`src/rtl/hazard_forward_unit_pkg.sv`:
```
// rtl/hazard_forward_unit_pkg.sv - forwarding-select encodings and stall FSM state type
package hazard_forward_unit_pkg;

  typedef logic [1:0] fwd_sel_t;
  localparam fwd_sel_t FWD_RF  = 2'b00;
  localparam fwd_sel_t FWD_MEM = 2'b10;
  localparam fwd_sel_t FWD_WB  = 2'b01;

  typedef logic [0:0] state_t;
  localparam state_t ST_IDLE  = 1'b0;
  localparam state_t ST_STALL = 1'b1;

endpackage

```
`src/rtl/hazard_forward_unit_if.sv`:
```
// rtl/hazard_forward_unit_if.sv - pipeline-to-hazard-unit bundle; stall_cnt exists only with HFU_STATS_EN
interface hazard_forward_unit_if #(
  parameter int REG_AW = 5,
  parameter int CNT_W  = 16
);
  logic [REG_AW-1:0] ifid_rs;
  logic [REG_AW-1:0] ifid_rt;
  logic [REG_AW-1:0] idex_rs;
  logic [REG_AW-1:0] idex_rt;
  logic              idex_memread;
  logic [REG_AW-1:0] exmem_rd;
  logic [REG_AW-1:0] memwb_rd;
  logic              exmem_regwrite;
  logic              memwb_regwrite;
  logic [1:0]        forward_a;
  logic [1:0]        forward_b;
  logic              pc_write;
  logic              ifid_write;
  logic              idex_bubble;
`ifdef HFU_STATS_EN
  logic [CNT_W-1:0]  stall_cnt;
`endif

  modport master (
    output ifid_rs, ifid_rt, idex_rs, idex_rt, idex_memread,
    output exmem_rd, memwb_rd, exmem_regwrite, memwb_regwrite,
`ifdef HFU_STATS_EN
    input  stall_cnt,
`endif
    input  forward_a, forward_b, pc_write, ifid_write, idex_bubble
  );

  modport slave (
    input  ifid_rs, ifid_rt, idex_rs, idex_rt, idex_memread,
    input  exmem_rd, memwb_rd, exmem_regwrite, memwb_regwrite,
`ifdef HFU_STATS_EN
    output stall_cnt,
`endif
    output forward_a, forward_b, pc_write, ifid_write, idex_bubble
  );

endinterface

```
`src/rtl/hazard_forward_unit_fwd_select.sv`:
```
// rtl/hazard_forward_unit_fwd_select.sv - one ALU operand forwarding select; EX/MEM beats MEM/WB
module fwd_select
  import hazard_forward_unit_pkg::*;
#(
  parameter int REG_AW = 5
) (
  input  logic [REG_AW-1:0] src_i,
  input  logic [REG_AW-1:0] exmem_rd_i,
  input  logic              exmem_regwrite_i,
  input  logic [REG_AW-1:0] memwb_rd_i,
  input  logic              memwb_regwrite_i,
  output fwd_sel_t          sel_o
);

  always_comb begin
    sel_o = FWD_RF;
    if (exmem_regwrite_i && (exmem_rd_i != '0) && (exmem_rd_i == src_i)) begin
      sel_o = FWD_MEM;
    end else if (memwb_regwrite_i && (memwb_rd_i != '0) && (memwb_rd_i == src_i)) begin
      sel_o = FWD_WB;
    end
  end

endmodule

```
`src/rtl/hazard_forward_unit.sv`:
```
// rtl/hazard_forward_unit.sv - operand forwarding plus load-use stall FSM; HFU_STATS_EN adds stall_cnt
module hazard_forward_unit
  import hazard_forward_unit_pkg::*;
#(
  parameter int REG_AW     = 5,
  parameter int LOAD_STALL = 1,
  parameter int CNT_W      = 16
) (
  input  logic                clk,
  input  logic                reset,
  hazard_forward_unit_if.slave hfu
);

  fwd_select #(.REG_AW(REG_AW)) u_fwd_a (
    .src_i            (hfu.idex_rs),
    .exmem_rd_i       (hfu.exmem_rd),
    .exmem_regwrite_i (hfu.exmem_regwrite),
    .memwb_rd_i       (hfu.memwb_rd),
    .memwb_regwrite_i (hfu.memwb_regwrite),
    .sel_o            (hfu.forward_a)
  );

  fwd_select #(.REG_AW(REG_AW)) u_fwd_b (
    .src_i            (hfu.idex_rt),
    .exmem_rd_i       (hfu.exmem_rd),
    .exmem_regwrite_i (hfu.exmem_regwrite),
    .memwb_rd_i       (hfu.memwb_rd),
    .memwb_regwrite_i (hfu.memwb_regwrite),
    .sel_o            (hfu.forward_b)
  );

  logic   load_use;
  logic   bubble;
  logic   bubble_o;
  state_t state_q, state_d;
  logic [2:0] bcnt_q, bcnt_d;

  assign load_use = hfu.idex_memread && (hfu.idex_rt != '0) &&
                    ((hfu.idex_rt == hfu.ifid_rs) || (hfu.idex_rt == hfu.ifid_rt));

  // The first bubble is issued from IDLE; STALL covers the remaining LOAD_STALL-1 cycles.
  always_comb begin
    state_d = state_q;
    bcnt_d  = bcnt_q;
    bubble  = 1'b0;
    case (state_q)
      ST_IDLE: begin
        if (load_use) begin
          bubble = 1'b1;
          if (LOAD_STALL > 1) begin
            state_d = ST_STALL;
            bcnt_d  = 3'(LOAD_STALL - 1);
          end
        end
      end
      ST_STALL: begin
        bubble = 1'b1;
        bcnt_d = bcnt_q - 3'd1;
        if (bcnt_q == 3'd1) begin
          state_d = ST_IDLE;
        end
      end
      default: begin
        state_d = ST_IDLE;
        bcnt_d  = '0;
      end
    endcase
  end

  always_ff @(posedge clk) begin
    if (reset) begin
      state_q <= ST_IDLE;
      bcnt_q  <= '0;
    end else begin
      state_q <= state_d;
      bcnt_q  <= bcnt_d;
    end
  end

  // Reset masks the stall controls immediately, even if state_q still holds STALL.
  assign bubble_o        = bubble && !reset;
  assign hfu.idex_bubble = bubble_o;
  assign hfu.pc_write    = !bubble_o;
  assign hfu.ifid_write  = !bubble_o;

`ifdef HFU_STATS_EN
  logic [CNT_W-1:0] stall_cnt_q;

  always_ff @(posedge clk) begin
    if (reset) begin
      stall_cnt_q <= '0;
    end else if (bubble_o && !(&stall_cnt_q)) begin
      stall_cnt_q <= stall_cnt_q + CNT_W'(1);
    end
  end

  assign hfu.stall_cnt = stall_cnt_q;
`else
  if (CNT_W < 1) begin : g_cnt_w_unused
  end
`endif

endmodule

```
`src/flat_wrapper.sv`:
```
// flat-port wrapper written by rule: the top's interface ports become plain ports
module hazard_forward_unit_flat import hazard_forward_unit_pkg::*;
#(
  parameter int REG_AW     = 5,
  parameter int LOAD_STALL = 1,
  parameter int CNT_W      = 16
)
  (clk, reset, hfu_ifid_rs, hfu_ifid_rt, hfu_idex_rs, hfu_idex_rt, hfu_idex_memread, hfu_exmem_rd, hfu_memwb_rd, hfu_exmem_regwrite, hfu_memwb_regwrite, hfu_forward_a, hfu_forward_b, hfu_pc_write, hfu_ifid_write, hfu_idex_bubble);
  hazard_forward_unit_if #(.REG_AW(REG_AW), .CNT_W(CNT_W)) hfu_i ();
  input  logic clk;
  input  logic reset;
  input wire logic [$bits(hfu_i.ifid_rs)-1:0] hfu_ifid_rs;
  input wire logic [$bits(hfu_i.ifid_rt)-1:0] hfu_ifid_rt;
  input wire logic [$bits(hfu_i.idex_rs)-1:0] hfu_idex_rs;
  input wire logic [$bits(hfu_i.idex_rt)-1:0] hfu_idex_rt;
  input wire logic [$bits(hfu_i.idex_memread)-1:0] hfu_idex_memread;
  input wire logic [$bits(hfu_i.exmem_rd)-1:0] hfu_exmem_rd;
  input wire logic [$bits(hfu_i.memwb_rd)-1:0] hfu_memwb_rd;
  input wire logic [$bits(hfu_i.exmem_regwrite)-1:0] hfu_exmem_regwrite;
  input wire logic [$bits(hfu_i.memwb_regwrite)-1:0] hfu_memwb_regwrite;
  output wire logic [$bits(hfu_i.forward_a)-1:0] hfu_forward_a;
  output wire logic [$bits(hfu_i.forward_b)-1:0] hfu_forward_b;
  output wire logic [$bits(hfu_i.pc_write)-1:0] hfu_pc_write;
  output wire logic [$bits(hfu_i.ifid_write)-1:0] hfu_ifid_write;
  output wire logic [$bits(hfu_i.idex_bubble)-1:0] hfu_idex_bubble;
  assign hfu_i.ifid_rs = hfu_ifid_rs;
  assign hfu_i.ifid_rt = hfu_ifid_rt;
  assign hfu_i.idex_rs = hfu_idex_rs;
  assign hfu_i.idex_rt = hfu_idex_rt;
  assign hfu_i.idex_memread = hfu_idex_memread;
  assign hfu_i.exmem_rd = hfu_exmem_rd;
  assign hfu_i.memwb_rd = hfu_memwb_rd;
  assign hfu_i.exmem_regwrite = hfu_exmem_regwrite;
  assign hfu_i.memwb_regwrite = hfu_memwb_regwrite;
  assign hfu_forward_a = hfu_i.forward_a;
  assign hfu_forward_b = hfu_i.forward_b;
  assign hfu_pc_write = hfu_i.pc_write;
  assign hfu_ifid_write = hfu_i.ifid_write;
  assign hfu_idex_bubble = hfu_i.idex_bubble;
  hazard_forward_unit #(.REG_AW(REG_AW), .LOAD_STALL(LOAD_STALL), .CNT_W(CNT_W)) u_core (.clk(clk), .reset(reset), .hfu(hfu_i));
endmodule
```
`config.mk`:
```
export PLATFORM = sky130hd
export DESIGN_NAME = hazard_forward_unit_flat
export DESIGN_NICKNAME = d
export VERILOG_FILES = /design/src/rtl/hazard_forward_unit_pkg.sv /design/src/rtl/hazard_forward_unit_if.sv /design/src/rtl/hazard_forward_unit_fwd_select.sv /design/src/rtl/hazard_forward_unit.sv /design/src/flat_wrapper.sv
export SDC_FILE = /design/constraint.sdc
export NUM_CORES = 1
export LEC_CHECK = 0
export CORE_MARGIN = 5
export CORE_UTILIZATION = 35
export CTS_BUF_LIST = sky130_fd_sc_hd__clkbuf_8 sky130_fd_sc_hd__clkbuf_16
export CTS_CLUSTER_DIAMETER = 60
export DETAILED_ROUTE_END_ITERATION = 8
export GPL_ROUTABILITY_DRIVEN = 0
export PLACE_DENSITY = 0.78
export SLEW_MARGIN = 20
export SYNTH_ARGS = -nofsm -noshare
export SYNTH_HDL_FRONTEND = slang
export SYNTH_SLANG_ARGS = --single-unit
```
`constraint.sdc`:
```
create_clock -name clk -period 1.5 [get_ports clk]
set_input_delay 0.15 -clock clk [delete_from_list [all_inputs] [get_ports clk]]
set_output_delay 0.15 -clock clk [all_outputs]
set_load 0.05 [all_outputs]
```
Word level (Yosys, flattened, before mapping) --
Index checks and enable logic that the tools add are counted.
Operators by class: bitwise operators 1, $add $sub $neg 1, reduce and logical (&&, ||, !) cells 16, muxes and demuxes 7, equality and inequality tests 7
Operator list (number):
- $eq 5x5->1 | 6
- $reduce_bool 5->1 | 3
- $logic_and 1x1->1 | 9
- $mux 1 | 4
- $mux 2 | 2
- $eq 3x1->1 const B | 1
- $sub 3x1->3 const B | 1
- $logic_not 1->1 | 2
- $pmux 1 s2 | 1
- $reduce_or 2->1 | 1
- $logic_or 1x1->1 | 1
- $not 1->1 | 1
Storage, ports and cells: output and inout bits 7, bits in registers 4, input bits 35, logic and storage cells 34

Longest topological paths before layout --
Gate-level depths: netlist (run 1).
word-level depth 7, depth in mapped cells 6, mapped depth without buffers 5

By module --
A second synthesis (run 1) with hierarchy kept.
Second synthesis, totals: cell total of the unflattened synthesis 78, area total of the unflattened synthesis 624.3 µm²
By module, submodules not included:
- hazard_forward_unit | seq. area each 80.1 µm², area each 321.6 µm², cells an instance 38, times used 1
- fwd_select | seq. area each 0.0 µm², area each 151.4 µm², cells an instance 20, times used 2

Worst setup path before layout (run 1) --
No wires, ideal clock.
path kind input port to output port, start in hfu_idex_rt[0], end out hfu_forward_b[0], arrival time 2.025 ns, cell stages on the path 5, path buffers 1, setup slack -0.675 ns, cells stage by stage clkbuf_1 > xnor2_1 > nand3_1 > nor4_2 > nor4_2
On the way: word-level cells in the longest chain between the ends 4, elaborated cells on any way between the ends 6
RTL lines:
- start, declared | RTL line flat_wrapper.sv:15 | input wire logic [$bits(hfu_i.idex_rt)-1:0] hfu_idex_rt;
- $eq 5x5->1 | RTL line hazard_forward_unit_fwd_select.sv:19 | end else if (memwb_regwrite_i && (memwb_rd_i != '0) && (memwb_rd_i == src_i)) begin
- $logic_and 1x1->1 | RTL line hazard_forward_unit_fwd_select.sv:19
- $mux 1 | RTL line hazard_forward_unit_fwd_select.sv:19
- $mux 2 * | RTL line hazard_forward_unit_fwd_select.sv:17 | if (exmem_regwrite_i && (exmem_rd_i != '0) && (exmem_rd_i == src_i)) begin
- end, declared | RTL line flat_wrapper.sv:22 | output wire logic [$bits(hfu_i.forward_b)-1:0] hfu_forward_b;
Every way passes the cells marked *; elsewhere a longest branch is shown, timed or not.

Worst setup path in the final report (run 1) --
start in hfu_memwb_rd[2], end out hfu_forward_b[0]
On the way: word-level cells in the longest chain between the ends 5, elaborated cells on any way between the ends 6
RTL lines:
- start, declared | RTL line flat_wrapper.sv:18 | input wire logic [$bits(hfu_i.memwb_rd)-1:0] hfu_memwb_rd;
- $reduce_bool 5->1 | RTL line hazard_forward_unit_fwd_select.sv:19
- $logic_and 1x1->1 | RTL line hazard_forward_unit_fwd_select.sv:19
- $logic_and 1x1->1 * | RTL line hazard_forward_unit_fwd_select.sv:19
- $mux 1 * | RTL line hazard_forward_unit_fwd_select.sv:19
- $mux 2 * | RTL line hazard_forward_unit_fwd_select.sv:17
Marked as above.

==> reports/results.ini, run 1 <==
[cells_and_area]
insertedDiodeCount=0
fin_area_um2=1544
n_fill_cell=69
fin_nets=183
area_delta_synth_final_pct=146.8
drive_gt1_frac=0.5903

[global_routing]
antenna_found_initial=0
grt_max_degree=6
grt_pass1_wl_um=4581
grt_pass1_vias=957
grt_overflow=0
grtUsageTotal=0.2317

[setup_path]
path_class=in2out
critPathMaxFanout=2
crit_buf_inv=3
crit_start=hfu_memwb_rd[2]
slowest_delay_ns=0.53
slowest_stage=or4_4
path_cells=buf_6 -> buf_6 -> xor2_2 -> or4_4 -> nor4_4 -> buf_12
end_kind=output pin
crit_top_cell=buf_6
cp-start-kind=input port
r2r-start=u_core.bcnt_q[0]
arrival_ns=1.56
cp_data_required_time_ns=1.35
critical_path.top_delay_family=simple AND/OR/NAND/NOR gates

[logic_synthesis]
yosys_warnings=0
ys_async_sr_fraction=0
synthTopCellsByCount=xor2_1 (24), xnor2_1 (8), clkbuf_1 (5), nor2_1 (5)
synth_top_cell_area_share=0.3360
synthCells=75
synth-seq-cells=4
ys_seq_area_frac=0.1280
mappedNetlistArea_um2=625.6
synth_top_cell_by_area=xor2_1
synthFlopType=dfxtp_1
synthTopCellsByArea=xor2_1 (34%), dfxtp_1 (13%), xnor2_1 (11%)
yosysMostFrequentCell=xor2_1
synth_edf_count=0
synth.lib_cells_used.distinct=22
avgSynthCellArea_um2=8.341
syn_nets=112

[placed_design]
io_buffers=41
place_area_um2=1340
preCtsSetupSlack_ns=-0.6559
dpl.hpwl_um=1924

[power]
p_leak_nw=0.6888
power_density_nw_per_um2=460.7
ir_drop_v=0.0003944

[floorplanning]
fp-row-count=15
die-area_um2=2733
ios=42
start_util=0.3663
die_y_um=52.28
core_um2=1708
dieWidth_um=52.28

[routing]
dr.pass1.iters=4
drc=0
vias_per_cell=5.189
wire_per_inst_um=20.38
drtAntennaViolNets=0
vias=877
drtIter0Drc=22
wl_um=3445

[timing]
slew_headroom=0.7717
hold_violations=0
min_period_ns=1.705
max_freq_mhz=586.4
fin_crit_sh=1.137
grt_setup_unrepaired=true
fin_worst_skew_ns=0.0003102
setup_viol=6
slew_viol_final=0
worst_slew_pin_slew_ns=0.3412
worst_slack_ns=-0.2053

[clocking]
root_buffer=clkbuf_8
cts_tree=built
cts_htree_levels=1
clock_sinks=4
cts-buffers-inserted=3
clkLatencyLatePin_ns=0.22
clockBufferDepth=2
path_clk_slew_ns=0.03

[status]
failed_checks=negative setup slack
status=finished with violations

[min_path]
hp-class=reg2reg
hold_path.startpoint=u_core.bcnt_q[1]

[flow_run]
cap_violations=0

==> metal layers <==
metal / up-vias / routed length [um] / track usage / share of wire
li1: 391 / - / - / -
met1: 420 / 1230 / 0.2509 / 0.36
met2: 52 / 1881 / 0.4268 / 0.55
met3: 14 / 188 / 0.05983 / 0.055
met4: 0 / 144 / 0.08511 / 0.042
met5: - / 0 / 0 / 0
==> placed cells by master, fill, tap and decap left out, types with 5 or more instances in the layout <==
| master | instances |
|---|---|
| or4_4 | 5 |
| clkbuf_2 | 5 |
| xor2_1 | 20 |
| dlygate4sd2_1 | 13 |
| buf_12 | 7 |
| nor2_1 | 5 |
| buf_6 | 19 |
| buf_4 | 21 |
==> power by group <==
group | switching [mW] | leakage, nW | total, mW | internal, mW
registers | 0.000000000000000104 | 0.0322 | 0.107 | 0.107
logic | 0.177 | 0.635 | 0.373 | 0.196
clock network | 0.0598 | 0.0216 | 0.231 | 0.171
total | 0.236 | 0.689 | 0.711 | 0.475
==> worst min-delay path, cell delays in order (launching register included) <==
cell	delay, ns
dfxtp_1	0.30
nor2_1	0.09
a211oi_1	0.05
==> final timing paths <==
| check | slack (ns) | to | cells after the start |
|---|---|---|---|
| setup / recovery | -0.21 | hfu_forward_b[0] | 6 |
| setup reg to reg | 0.46 | u_core.bcnt_q[1] | 3 |
| hold reg to reg | 0.50 | u_core.bcnt_q[1] | 2 |
| hold / removal | 0.50 | u_core.bcnt_q[1] | 2 |
==> sequential cells by signal (all words and copies together), names as in the netlist <==
| register | cells |
|---|---|
| u_core.state_q | 1 |
| u_core.bcnt_q | 3 |
==> per-stage QoR <==
step	utilization	power [mW]	std cells	TNS, ns	hold slack [ns]
4_1_cts	0.8718	0.6675	166	-0.7909	0.4933
3_3_place_gp	0.7846	0.4069	158	-3.172	0.4631
3_5_place_dp	0.7846	0.4130	158	-3.425	0.4885
6_report	0.9040	0.7113	169	-0.5823	0.4966
2_1_floorplan	-	0.2356	75	-0.8208	0.2224
5_1_grt	0.9040	0.7444	169	-0.8077	0.5287
==> kinds of logic (layout without fill, tap and decap cells) <==
family	after synthesis	after routing	share of synthesized area
and+or+nand+nor	20	20	0.2240
adders and majority gates	2	2	0.03999
xor gates and xnor gates	32	32	0.4480
AOI/OAI and AO/OA	8	8	0.1000
DFF	4	4	0.1280
buffers and inverters	9	78	0.06001
==> timing repair <==
action                     CTS  global route
hold buffers                 0             0
buffers inserted             8             3
resized for setup           83            36
hold endpoints to repair     0             0
setup endpoints to repair    7             7
pin swaps                   24            11
==> cell type report <==
type | instances | area, um2 | area share
timing repair buffer | 72 | 708.2 | 0.4587
multi-input combinational | 62 | 671.9 | 0.4352
sequential | 4 | 80.08 | 0.05186
clock buffer | 3 | 41.29 | 0.02674
tap | 25 | 31.28 | 0.02026
inverter | 3 | 11.26 | 0.007293
(Power assumes the default switching activity.)
==> inputs of run 2 (changes only) <==
Settings changed: CTS_CLUSTER_DIAMETER 60 to 200.
==> results of run 2 <==
The final DEF is identical to that of run 1; final timing and power are the same.
==> inputs of run 3 (changes only) <==
Clock period 1.5 ns to 1.7 ns, I/O delays scaled along.
==> run 3 against run 2 <==
Wire length shrank 26%. Largest power group unchanged. Critical path type unchanged. Sequential power decreased by 12%. First-iteration DRC count is 27% lower. Sequential share of layout area grew 0.43 points. The flow still finishes with violations (negative setup slack). Die area unchanged. Clock power decreased by 13%. Hold slack lost 0.026 ns.
==> reports/results.ini, run 3 (same netlist as run 1, synthesis figures left out) <==
[timing]
max_freq_mhz=573.6
min_period_ns=1.743
grt_setup_unrepaired=true
slew_headroom=0.7783  ; +0.006520
worst_slack_ns=-0.04344  ; +0.1619 ns
hold_violations=0  ; unchanged
fin_worst_skew_ns=0.005358  ; +0.005048 ns
hold_slack_ns=0.4709  ; -0.02569 ns
fin_crit_sh=1.026
setup_tns_ns=-0.08340  ; +0.4989 ns
slew_viol_final=0  ; unchanged
setup_viol=3  ; -3
worst_slew_pin_slew_ns=0.3301  ; -0.01110 ns

[floorplanning]
dieWidth_um=52.28  ; unchanged
ios=42  ; unchanged
core_um2=1708  ; unchanged
fp-row-count=15  ; unchanged
die-area_um2=2733  ; unchanged
die_y_um=52.28  ; unchanged
start_util=0.3663  ; unchanged

[setup_path]
arrival_ns=1.57  ; about the same
path_class=in2out
rr_endpoint=u_core.bcnt_q[2]
regToRegSetupSlack_ns=0.66  ; +0.20 ns
r2r-start=u_core.bcnt_q[0]
slowest_stage=or4_4
slowest_delay_ns=0.53  ; about the same
crit_buf_inv=3  ; unchanged
path_cells=buf_6 -> or4_4 -> o21ai_4 -> nor4_4 -> buf_4 -> nor4_4 -> buf_12
crit_top_cell=nor4_4
critical_path.top_delay_family=simple AND/OR/NAND/NOR gates
cp.depth=7  ; +1
end_kind=output pin
r2r.worst_path.cells=5  ; +2
cp_data_required_time_ns=1.53  ; +0.18 ns
critPathMaxFanout=2  ; unchanged
cp-start-kind=input port

[global_routing]
grt_pass1_vias=840  ; -12%
grt_pass1_wl_um=3857  ; -16%
grt_max_degree=7  ; +1
antenna_found_initial=0  ; unchanged
grtUsageTotal=0.1985  ; -0.03321
grt_overflow=0  ; unchanged

[cells_and_area]
fin_nets=177  ; -3.3%
final_cells=163  ; -3.6%
final_cell_mix=xor2_1 (21), buf_4 (20), clkdlybuf4s50_1 (10)
n_fill_cell=105  ; +52%
final_util=0.8352  ; -0.06886
largest_reg_flops=3  ; unchanged
top_regs=u_core.bcnt_q x3, u_core.state_q x1
drive_gt1_frac=0.5145  ; -0.07579
top_register=u_core.bcnt_q
area_delta_synth_final_pct=128.0
final_common_cell=xor2_1
insertedDiodeCount=0  ; unchanged

[power]
switching_share=0.3101  ; -0.02233
power.internal_mw=0.3980  ; -16%
p_clk_frac=0.347  ; +0.022
p_leak_nw=0.6180  ; -10%
ir_drop_v=0.0004149  ; +5.2%
power_density_nw_per_um2=404.4  ; -12%
p_seq_frac=0.164  ; +0.013
power_switching_mw=0.1789  ; -24%
p_comb_frac=0.489  ; -0.035

[routing]
dr.pass1.iters=4  ; unchanged
wl_um=2542  ; -26%
drc=0  ; unchanged
vias_per_cell=4.656  ; -10%
drtAntennaViolNets=0  ; unchanged
drtIter0Drc=16  ; -27%
wire_per_inst_um=15.60  ; -23%
vias=759  ; -13%

[clocking]
clock_sinks=4  ; unchanged
hold_buffers=0  ; unchanged
cts-buffers-inserted=3  ; unchanged
path_clk_slew_ns=0.03  ; about the same
clkLatencyLatePin_ns=0.22  ; about the same
root_buffer=clkbuf_8
clockBufferDepth=2  ; unchanged
cts_tree=built
cts_htree_levels=1  ; unchanged

[placed_design]
dpl.hpwl_um=1939  ; +0.78%
dp_cells=156  ; -1.3%
io_buffers=41  ; unchanged

[status]
failed_checks=negative setup slack
status=finished with violations

[min_path]
hold_path.startpoint=u_core.bcnt_q[1]
hp-class=reg2reg
min_to=u_core.bcnt_q[1]
min_path_cells=2  ; unchanged

[flow_run]
cap_violations=0  ; unchanged

## run 3: cell types whose count changed in the layout (fill, tap and decap cells not counted), sizes merged
cell / previous run / this run
buf: 50 / 38
dlygate4sd2: 13 / 7
clkdlybuf4s15: 1 / 2
clkdlybuf4s50: 2 / 10
clkbuf: 8 / 11
## run 3: worst max-delay path by stage
stage / startpoint / end / slack (ns)
2_1_floorplan: hfu_idex_rt[4] / hfu_forward_b[0] / -0.1
3_3_place_gp: hfu_memwb_rd[4] / hfu_forward_a[0] / -0.43
3_5_place_dp: hfu_memwb_rd[4] / hfu_forward_a[0] / -0.46
4_1_cts: hfu_exmem_rd[3] / hfu_forward_a[0] / -0.08
5_1_grt: hfu_idex_rs[3] / hfu_forward_a[1] / -0.09
6_report: hfu_exmem_rd[3] / hfu_forward_b[0] / -0.04
## run 3: area by class of cell
| type | instances | area, um2 | area share |
|---|---|---|---|
| flip-flops and latches | 4 | 80.08 | 0.05614 |
| clock buffers | 3 | 41.29 | 0.02895 |
| inverters | 3 | 11.26 | 0.007895 |
| repair buffers | 66 | 623.1 | 0.4368 |
| multi-input cells | 62 | 639.4 | 0.4482 |
| well taps | 25 | 31.28 | 0.02193 |
## run 3: per-layer routing
| layer | vias to the layer above | part of all wire | track usage |
|---|---|---|---|
| met5 | - | 0 | 0 |
| met3 | 8 | 0.055 | 0.05983 |
| li1 | 376 | - | - |
| met2 | 29 | 0.53 | 0.3598 |
| met4 | 0 | 0.026 | 0.08085 |
| met1 | 346 | 0.39 | 0.2112 |
## run 3: power groups by stage
stage / clock network (mW) / logic (mW) / registers, mW
global route: 0.217 / 0.299 / 0.0944
floorplan: 0 / 0.111 / 0.0958
detailed placement: 0 / 0.265 / 0.0958
finish: 0.200 / 0.282 / 0.0945
global placement: 0 / 0.259 / 0.0958
CTS: 0.204 / 0.268 / 0.0945
## run 3: what timing repair did
item / 4_1_cts / 5_1_grt
resized for setup: 52 / 30
buffers inserted: 1 / 3
cloned: 0 / 0
pin swaps: 18 / 8
setup endpoints to repair: 7 / 7
## run 3: worst min-delay path: cells and delay by family, from the launching register on
kind,cells,cell delay (ns)
DFF,1,0.30
AOI/OAI and AO/OA,1,0.04
and+or+nand+nor,1,0.08
## run 3: metrics by stage
| step | cell area (um2) | total power [mW] | worst slack (ns) |
|---|---|---|---|
| floorplan | 693.2 | 0.2068 | -0.09770 |
| global placement | 1321 | 0.3549 | -0.4274 |
| detailed placement | 1321 | 0.3612 | -0.4647 |
| CTS | 1408 | 0.5671 | -0.08272 |
| global route | 1426 | 0.6107 | -0.08593 |
| finish | 1426 | 0.5769 | -0.04344 |
